==> src/rtl/iic_eeprom_wr_block.sv <==
// Page-aware EEPROM block writer: turns a ready/valid byte stream into page-aligned
// COMPLETE_WR bursts for an I2C master, waiting the EEPROM write cycle between bursts.
module iic_eeprom_wr_block #(
   parameter logic [6:0] DEV_ADDR   = 7'b1010_000,
   parameter int         ADDR_BYTES = 2,
   parameter int         PAGE_BYTES = 16,
   parameter int         MEM_AW     = 16,
   parameter int         LEN_W      = 16,
   parameter int         TWR_CYCLES = 500000
) (
   input  logic              clock,
   input  logic              rst,
   input  logic              start,
   input  logic [MEM_AW-1:0] start_addr,
   input  logic [LEN_W-1:0]  len,
   output logic              busy,
   output logic              done,
   input  logic [7:0]        src_data,
   input  logic              src_vld,
   output logic              src_ready,
   output logic [3:0]        cmd,
   output logic              cmd_vld,
   input  logic              cmd_ready,
   output logic [6:0]        addr,
   output logic [23:0]       burst_len,
   output logic [7:0]        wr_data,
   output logic              wr_vld,
   input  logic              wr_ready,
   output logic              wr_last,
   output logic              rd_ready,
   input  logic              finish
);

   localparam int PB_W = $clog2(PAGE_BYTES);
   localparam int N_W  = PB_W + 1;
   localparam int TW_W = (TWR_CYCLES > 1) ? $clog2(TWR_CYCLES) : 1;

   typedef enum logic [2:0] {
      IDLE, CMD, ADDR, DATA, WAIT_FSH, TWR, DONE
   } state_t;

   state_t            r_state;
   state_t            w_nextState;
   logic [MEM_AW-1:0] r_curAddr;
   logic [LEN_W-1:0]  r_remain;
   logic [N_W-1:0]    r_n;
   logic [PB_W-1:0]   r_cnt;
   logic              r_aIdx;
   logic [TW_W-1:0]   r_twrCnt;
   logic              r_cmdVld;
   logic              r_busy;
   logic              r_done;
   logic              r_wrVldA;
   logic [7:0]        r_wrDataA;
   logic [6:0]        r_addr;
   logic [23:0]       r_burstLen;

   logic [15:0]       w_addrWide;
   logic [PB_W-1:0]   w_pageOff;
   logic [N_W-1:0]    w_space;
   logic [N_W-1:0]    w_chunk;
   logic [N_W-1:0]    w_lastIdx;
   logic [6:0]        w_devAddr;
   logic [23:0]       w_burstLen;
   logic              w_cmdAcc;
   logic              w_addrAcc;
   logic              w_dataAcc;
   logic              w_dataLast;
   logic              w_twrEnd;
   logic              w_loadBurst;

   assign w_addrWide  = 16'(r_curAddr);
   assign w_pageOff   = r_curAddr[PB_W-1:0];
   assign w_space     = N_W'(PAGE_BYTES) - {1'b0, w_pageOff};
   assign w_chunk     = (32'(r_remain) < 32'(w_space)) ? N_W'(r_remain) : w_space;
   assign w_lastIdx   = r_n - N_W'(1);
   assign w_devAddr   = (ADDR_BYTES == 1) ? (DEV_ADDR | {4'b0, w_addrWide[10:8]}) : DEV_ADDR;
   assign w_burstLen  = 24'(ADDR_BYTES) + 24'(w_chunk);
   assign w_cmdAcc    = (r_state == CMD) && r_cmdVld && cmd_ready;
   assign w_addrAcc   = (r_state == ADDR) && r_wrVldA && wr_ready;
   assign w_dataAcc   = (r_state == DATA) && src_vld && wr_ready;
   assign w_dataLast  = (N_W'(r_cnt) == w_lastIdx);
   assign w_twrEnd    = (r_state == TWR) && (r_twrCnt == TW_W'(TWR_CYCLES - 1));
   // A burst is sized either on the first CMD cycle after start (addresses just latched)
   // or straight out of TWR, where cur_addr/remain are already up to date.
   assign w_loadBurst = ((r_state == CMD) && !r_cmdVld) || (w_twrEnd && (r_remain != '0));

   always_ff @(posedge clock or posedge rst) begin
      if (rst) r_state <= IDLE;
      else     r_state <= w_nextState;
   end

   always_comb begin
      w_nextState = r_state;
      case (r_state)
         IDLE:     if (start) w_nextState = (len == '0) ? DONE : CMD;
         CMD:      if (w_cmdAcc) w_nextState = ADDR;
         ADDR:     if (w_addrAcc && r_aIdx) w_nextState = DATA;
         DATA:     if (w_dataAcc && w_dataLast) w_nextState = WAIT_FSH;
         WAIT_FSH: if (finish) w_nextState = TWR;
         TWR:      if (w_twrEnd) w_nextState = (r_remain != '0) ? CMD : DONE;
         DONE:     w_nextState = IDLE;
         default:  w_nextState = IDLE;
      endcase
   end

   always_ff @(posedge clock or posedge rst) begin
      if (rst) begin
         r_curAddr  <= '0;
         r_remain   <= '0;
         r_n        <= '0;
         r_cnt      <= '0;
         r_aIdx     <= 1'b0;
         r_twrCnt   <= '0;
         r_cmdVld   <= 1'b0;
         r_busy     <= 1'b0;
         r_done     <= 1'b0;
         r_wrVldA   <= 1'b0;
         r_wrDataA  <= '0;
         r_addr     <= DEV_ADDR;
         r_burstLen <= '0;
      end else begin
         r_busy   <= (w_nextState != IDLE);
         r_done   <= (r_state == DONE);
         r_twrCnt <= ((r_state == TWR) && !w_twrEnd) ? r_twrCnt + 1'b1 : '0;

         if ((r_state == IDLE) && start) begin
            r_curAddr <= start_addr;
            r_remain  <= len;
         end

         if (w_loadBurst) begin
            r_n        <= w_chunk;
            r_burstLen <= w_burstLen;
            r_addr     <= w_devAddr;
            r_cmdVld   <= 1'b1;
         end else if (w_cmdAcc) begin
            r_cmdVld  <= 1'b0;
            r_wrVldA  <= 1'b1;
            r_aIdx    <= (ADDR_BYTES == 1);
            r_wrDataA <= (ADDR_BYTES == 1) ? w_addrWide[7:0] : w_addrWide[15:8];
         end

         // r_aIdx marks that the low address byte is the one currently on the bus
         if (w_addrAcc) begin
            if (r_aIdx) begin
               r_wrVldA <= 1'b0;
            end else begin
               r_aIdx    <= 1'b1;
               r_wrDataA <= w_addrWide[7:0];
            end
         end

         if (w_dataAcc) begin
            if (w_dataLast) begin
               r_cnt     <= '0;
               r_curAddr <= r_curAddr + MEM_AW'(r_n);
               r_remain  <= r_remain - LEN_W'(r_n);
            end else begin
               r_cnt <= r_cnt + 1'b1;
            end
         end
      end
   end

   assign busy      = r_busy;
   assign done      = r_done;
   assign cmd       = 4'd1;
   assign cmd_vld   = r_cmdVld;
   assign addr      = r_addr;
   assign burst_len = r_burstLen;
   assign rd_ready  = 1'b1;
   assign wr_vld    = (r_state == DATA) ? src_vld  : r_wrVldA;
   assign wr_data   = (r_state == DATA) ? src_data : r_wrDataA;
   assign src_ready = (r_state == DATA) && wr_ready;
   assign wr_last   = (r_state == DATA) && w_dataLast;

endmodule
==> config.mk <==
export PLATFORM = sky130hd
export DESIGN_NAME = iic_eeprom_wr_block
export DESIGN_NICKNAME = d
export VERILOG_FILES = /design/src/rtl/iic_eeprom_wr_block.sv
export SDC_FILE = /design/constraint.sdc
export NUM_CORES = 1
export LEC_CHECK = 0
export CORE_MARGIN = 3
export CORE_UTILIZATION = 48
export CTS_CLUSTER_DIAMETER = 40
export DETAILED_ROUTE_END_ITERATION = 6
export GPL_TIMING_DRIVEN = 0
export PLACE_DENSITY = 0.86
export SYNTH_ARGS = -nofsm -noshare
export SYNTH_HDL_FRONTEND = slang
export SYNTH_SLANG_ARGS = --single-unit
export TNS_END_PERCENT = 100
==> constraint.sdc <==
create_clock -name clock -period 3 [get_ports clock]
set_clock_uncertainty 0.15 [all_clocks]
set_input_delay 0.45 -clock clock [delete_from_list [all_inputs] [get_ports clock]]
set_output_delay 0.45 -clock clock [all_outputs]
set_load 0.05 [all_outputs]
# --- Yosys cells after proc, flatten, opt, wreduce, memory -nomap -nowiden ---
# Index checks and enable logic that the tools add are counted.
totals:
  elab_cells: 86
  regBits: 100
  in_bits: 47
classes:
  n_mux: 34
  n_lt_le_gt_ge: 1
  addsub: 7
  reduce_logical: 23
  eq_ne: 8
op_table:
  columns: ["op", "count"]
  rows:
  - ["2-to-1 mux 16 bit", 6]
  - ["2-to-1 mux 8 bit", 5]
  - ["2-to-1 mux 3 bit", 8]
  - ["adder 19 x 1 -> 19 bit (second input constant)", 1]
  - ["equality test 19 bit (second input constant)", 1]
  - ["2-to-1 mux 19 bit", 1]
  - ["case mux 3 bit (6 select lines)", 1]
  - ["adder 16 x 5 -> 16 bit", 1]
  - ["zero test 16 bit", 1]
  - ["< comparator 16 x 5 -> 1 bit", 1]
  - ["nonzero test 16 bit", 1]
  - ["subtractor 16 x 5 -> 16 bit", 1]
  - ["logical AND 1 bit", 15]
  - ["2-to-1 mux 1 bit", 11]
  - ["equality test 3 bit (second input constant)", 3]
  - ["adder 2 x 5 -> 6 bit (first input constant)", 1]
  - ["equality test 3 x 2 -> 1 bit (second input constant)", 2]
  - ["equality test 4 x 5 -> 1 bit", 1]
  - ["2-to-1 mux 5 bit", 1]
  - ["subtractor 5 x 1 -> 5 bit (second input constant)", 1]
  - ["subtractor 5 x 4 -> 5 bit (first input constant)", 1]
  - ["adder 4 x 1 -> 4 bit (second input constant)", 1]
  - ["2-to-1 mux 4 bit", 1]
  - ["equality test 3 x 1 -> 1 bit (second input constant)", 1]
  - ["5 further kinds", 6]

# --- Longest topological paths before layout ---
depth:
  word_depth: 7
  depth_mapped: 14
  mapped_depth_nobuf: 13

# --- Worst setup path before layout ---
# OpenSTA, ideal clock, no wires.
synth_path:
  path_type: "register to register"
  start: "register r_curAddr[1]"
  end: "register r_burstLen[3] (netlist: burst_len[3])"
  t_arrival_ps: 2911
  required_time_ps: 2724
  slack_ps: -187
  path_stages_with_launch: 14
  setup_ps: 126
  cell_sequence: "dfrtp_1 -> inv_1 -> ha_1 -> nor3b_1 -> inv_1 -> ha_1 -> o21a_1 -> a2111oi_2 -> buf_2 -> mux2_2 -> ha_1 -> inv_1 -> nor3_1 -> a221o_1"
synth_between:
  elab_chain_cells: 4
synth_rtl:
  columns: ["element", "line", "rtl"]
  rows:
  - ["start: declaration", "44", "logic [MEM_AW-1:0] r_curAddr;"]
  - ["start signal: assignment", "128", "r_curAddr <= start_addr;"]
  - ["start signal: assignment", "157", "r_curAddr <= r_curAddr + MEM_AW'(r_n);"]
  - ["subtractor 5 x 4 -> 5 bit (*)", "74", "assign w_space = N_W'(PAGE_BYTES) - {1'b0, w_pageOff};"]
  - ["< comparator 16 x 5 -> 1 bit", "75", "assign w_chunk = (32'(r_remain) < 32'(w_space)) ? N_W'(r_remain) : w_space;"]
  - ["2-to-1 mux 5 bit (*)", "75", null]
  - ["via w_chunk[2]", "61", "logic [N_W-1:0] w_chunk;"]
  - ["adder 2 x 5 -> 6 bit (*)", "78", "assign w_burstLen = 24'(ADDR_BYTES) + 24'(w_chunk);"]
  - ["end signal: assignment", "134", "r_burstLen <= w_burstLen;"]
  - ["end: declaration", "56", "logic [23:0] r_burstLen;"]
# The timed path passes the listed nets; every way through them passes the cells marked *.
# A chain may end at the register's enable or synchronous reset.

# --- Worst setup path in the final report ---
layout_path:
  start: "register r_curAddr[0]"
  end: "register r_burstLen[3] (netlist: burst_len[3])"
# The elaborated chain is that of the path after synthesis.

==> results.json <==
{
  "final_common_cell": "dfrtp_1",
  "drtAntennaViolNets": 0,
  "drc": 0,
  "hold_ws_ps": 218.4,
  "ys_seq_elements": 81,
  "cp_cell_sequence": "inv_2 > ha_4 > xnor2_4 > inv_2 > ha_1 > o21ai_2 > o21ai_2 > a2111oi_4 > buf_6 > mux2_4 > ha_4 > inv_4 > nor3_2 > a221o_1",
  "layout_common_cells": "dfrtp_1, nor2_1, clkdlybuf4s50_1",
  "first_iter_violations": 403,
  "cp_data_required_time_ps": 3110,
  "drv_slew": 0,
  "cts.reportedPaths.clkPinSlew_ps": 80,
  "syn_avg_cell_area_um2": 8.960,
  "synth_flop_cell": "dfrtp_1",
  "period_share_pct": 102.7,
  "grt_util_met1_pct": 30.02,
  "fin_util_pct": 63.42,
  "finalSetupViolCount": 2,
  "regArea_um2": 2032,
  "rrSetupSlack_ps": -80,
  "cpLargestDelayFamily": "compound AO/OA/AOI/OAI gates",
  "synth_cell_type_count": 62,
  "grtUsageTotal_pct": 23.59,
  "gp_congestion": 0.9751,
  "clockPowerShare_pct": 11.7,
  "vias_per_cell": 5.822,
  "wl_per_cell_um": 17.47,
  "status": "finished with violations",
  "p_seq_share_pct": 29.2,
  "vias": 4937,
  "violations": "setup timing",
  "cts_tree": "built",
  "cts-hold-fix-buffers": 0,
  "clock.fmax_mhz": 324.7,
  "max_stage_delay_ps": 420,
  "internal-power_mw": 3.507,
  "grt_pass1_vias": 4806,
  "final_layout_size_suffix_gt1_share_pct": 16.57,
  "p_comb_share_pct": 59.1,
  "htreeDepth": 3,
  "grt_pass1_wl_mm": 23.66,
  "cts.sinks": 81,
  "synth-async-reset-ratio_pct": 100.0,
  "die_height_um": 111.0,
  "wl_mm": 14.82,
  "regToRegStartpoint": "r_curAddr[0]",
  "multi_input_area_um2": 3029,
  "grt_setup_unrepaired": "true",
  "first_pass_iters": 5,
  "hold_viol_final": 0,
  "crit_path_end": "burst_len[3]",
  "clkLatencyLatePin_ps": 370,
  "num_antenna_cells": 0,
  "synth_edf_count": 0,
  "yosysSeqAreaShare_pct": 38.28,
  "cp.arrival_ps": 3190,
  "tightest_slew_ps": 758.5,
  "power_density_nw_per_um2": 1004,
  "slew_headroom_pct": 48.72,
  "ios": 97,
  "antenna_found_initial": 0,
  "pre_cts_slack_ps": -291.4,
  "swShare_pct": 47.60,
  "cts_root_buf": "clkbuf_8",
  "grtUsageMet3_pct": 5.459,
  "num_rows": 37,
  "die-area_um2": 12330,
  "power.leakage_nw": 2.809,
  "critPathLaunchType": "register",
  "worstRegToRegCells": 14,
  "maxCapViolations": 0,
  "ir_drop_mv": 0.5296,
  "postLayoutSetupSlackWorst_ps": -79.67,
  "cp_max_fo": 5,
  "min_path_type": "in -> async",
  "synth_warnings": 0,
  "path_depth": 14,
  "grt_max_degree": 68,
  "port_buffers": 66,
  "regToRegEndpoint": "burst_len[3]",
  "syn_inst": 591,
  "area_delta_synth_final_pct": 25.87,
  "slowest_stage": "dfrtp_2",
  "grt_util_met2_pct": 38.23,
  "coreArea_um2": 10510,
  "finalPower_mw": 6.693,
  "final_nets": 776,
  "critical_path.startpoint": "r_curAddr[0]",
  "crit_buf_inv": 4,
  "p_switching_mw": 3.186,
  "layout_min_cycle_time_ps": 3080,
  "dpl.hpwl_mm": 10.58,
  "die_w_um": 111.0,
  "synthesis.area_um2": 5295,
  "fill_cells": 882,
  "critPathKind": "reg -> reg",
  "setup-tns-final_ps": -93.00,
  "worst_setup_path_end_kind": "register",
  "start_util_pct": 50.39,
  "grt_busiest_layer": "met2",
  "clockBufferDepth": 2,
  "cts_buffers": 9,
  "grt.overflow.total": 0
}
-- flip-flops by register name, summed over array words and instances, names as in the netlist --
| name | flops |
|---|---|
| cmd_vld | 1 |
| r_aIdx | 1 |
| r_remain | 16 |
| burst_len | 5 |
| r_curAddr | 16 |
| r_wrDataA | 8 |
| done | 1 |
| r_state | 3 |
| r_n | 5 |
| r_cnt | 4 |
| busy | 1 |
| r_twrCnt | 19 |
| r_wrVldA | 1 |
-- cells by family after synthesis --
logic type	Yosys count	share of synthesized area (%)
multiplexers	41	8.176
adder cells (fa/ha/maj)	21	5.246
buffers and inverters	91	9.003
flip-flops	81	38.28
other	2	0.1418
AND/OR/NAND/NOR	213	20.09
AO/OA/AOI/OAI	115	14.60
XOR/XNOR	27	4.466
-- worst min-delay path by stage --
stage | startpoint | to | slack, ps
floorplan | r_twrCnt[0] | r_twrCnt[0] | 300
global placement | r_twrCnt[0] | r_twrCnt[0] | 320
detailed placement | r_twrCnt[0] | r_twrCnt[0] | 340
CTS | rst | r_remain[15] | 220
global route | rst | r_remain[6] | 240
finish | rst | r_remain[5] | 220
-- through the flow --
step | instance area [µm²] | std cells
floorplan | 5450 | 619
global placement | 6281 | 821
detailed placement | 6311 | 822
finish | 6665 | 848
global route | 6665 | 848
CTS | 6594 | 845
-- area by class of cell --
type                            instances  area share, %
Sequential cell                        81          30.49
Timing Repair Buffer                   78          11.43
Clock buffer                           11          1.971
Clock inverter                          4         0.6758
Tap cell                              136          2.553
Inverter                               37          2.196
Buffer                                 54          5.237
Multi-Input combinational cell        447          45.45
-- power by group through the flow --
stage          logic [mW]  registers [mW]  clock network [mW]
2_1_floorplan        2.57            1.94                   0
3_3_place_gp         3.40            1.93                   0
3_5_place_dp         3.53            1.96                   0
4_1_cts              3.71            1.93               0.784
5_1_grt              4.31            2.00               0.832
6_report             3.96            1.96               0.781
-- metal layers --
metal | vias to the layer above | wire length, µm
met4 | 0 | 517
met3 | 58 | 1265
met1 | 2330 | 5933
met2 | 282 | 7099
met5 | - | 0
li1 | 2267 | -
-- what timing repair did --
item / 4_1_cts / 5_1_grt
pin swaps: 8 / 9
setup buffers: 8 / 3
setup endpoints to repair: 12 / 8
gates cloned: 0 / 0
gates resized for setup: 29 / 14
-- cell usage after synthesis (3+ instances only) --
master / n / share of area [%]
and4_1: 3 / 0.50
nand4_1: 8 / 0.95
nor2b_1: 4 / 0.47
nand2b_1: 4 / 0.47
a211oi_1: 9 / 1.3
o21ai_0: 30 / 2.8
a21oi_1: 18 / 1.7
o21a_1: 11 / 1.6
and2_1: 7 / 0.83
xor2_1: 13 / 2.2
nor3_1: 17 / 1.6
and3_1: 5 / 0.59
buf_4: 34 / 4.8
nand3_1: 17 / 1.6
inv_1: 37 / 2.6
nor3b_1: 5 / 0.71
dfrtp_1: 81 / 38
or2_2: 3 / 0.35
nor4b_1: 3 / 0.50
mux2_2: 18 / 3.8
nand2_1: 42 / 3.0
nor4_1: 12 / 1.4
ha_1: 19 / 4.5
nand3b_1: 5 / 0.71
buf_2: 6 / 0.57
nor2_1: 69 / 4.9
a311oi_1: 7 / 1.2
a31oi_1: 11 / 1.3
a21o_1: 5 / 0.71
xnor2_1: 14 / 2.3
clkbuf_1: 13 / 0.92
mux2i_1: 23 / 4.3
Note: power is estimated with default switching activity, not from simulation.
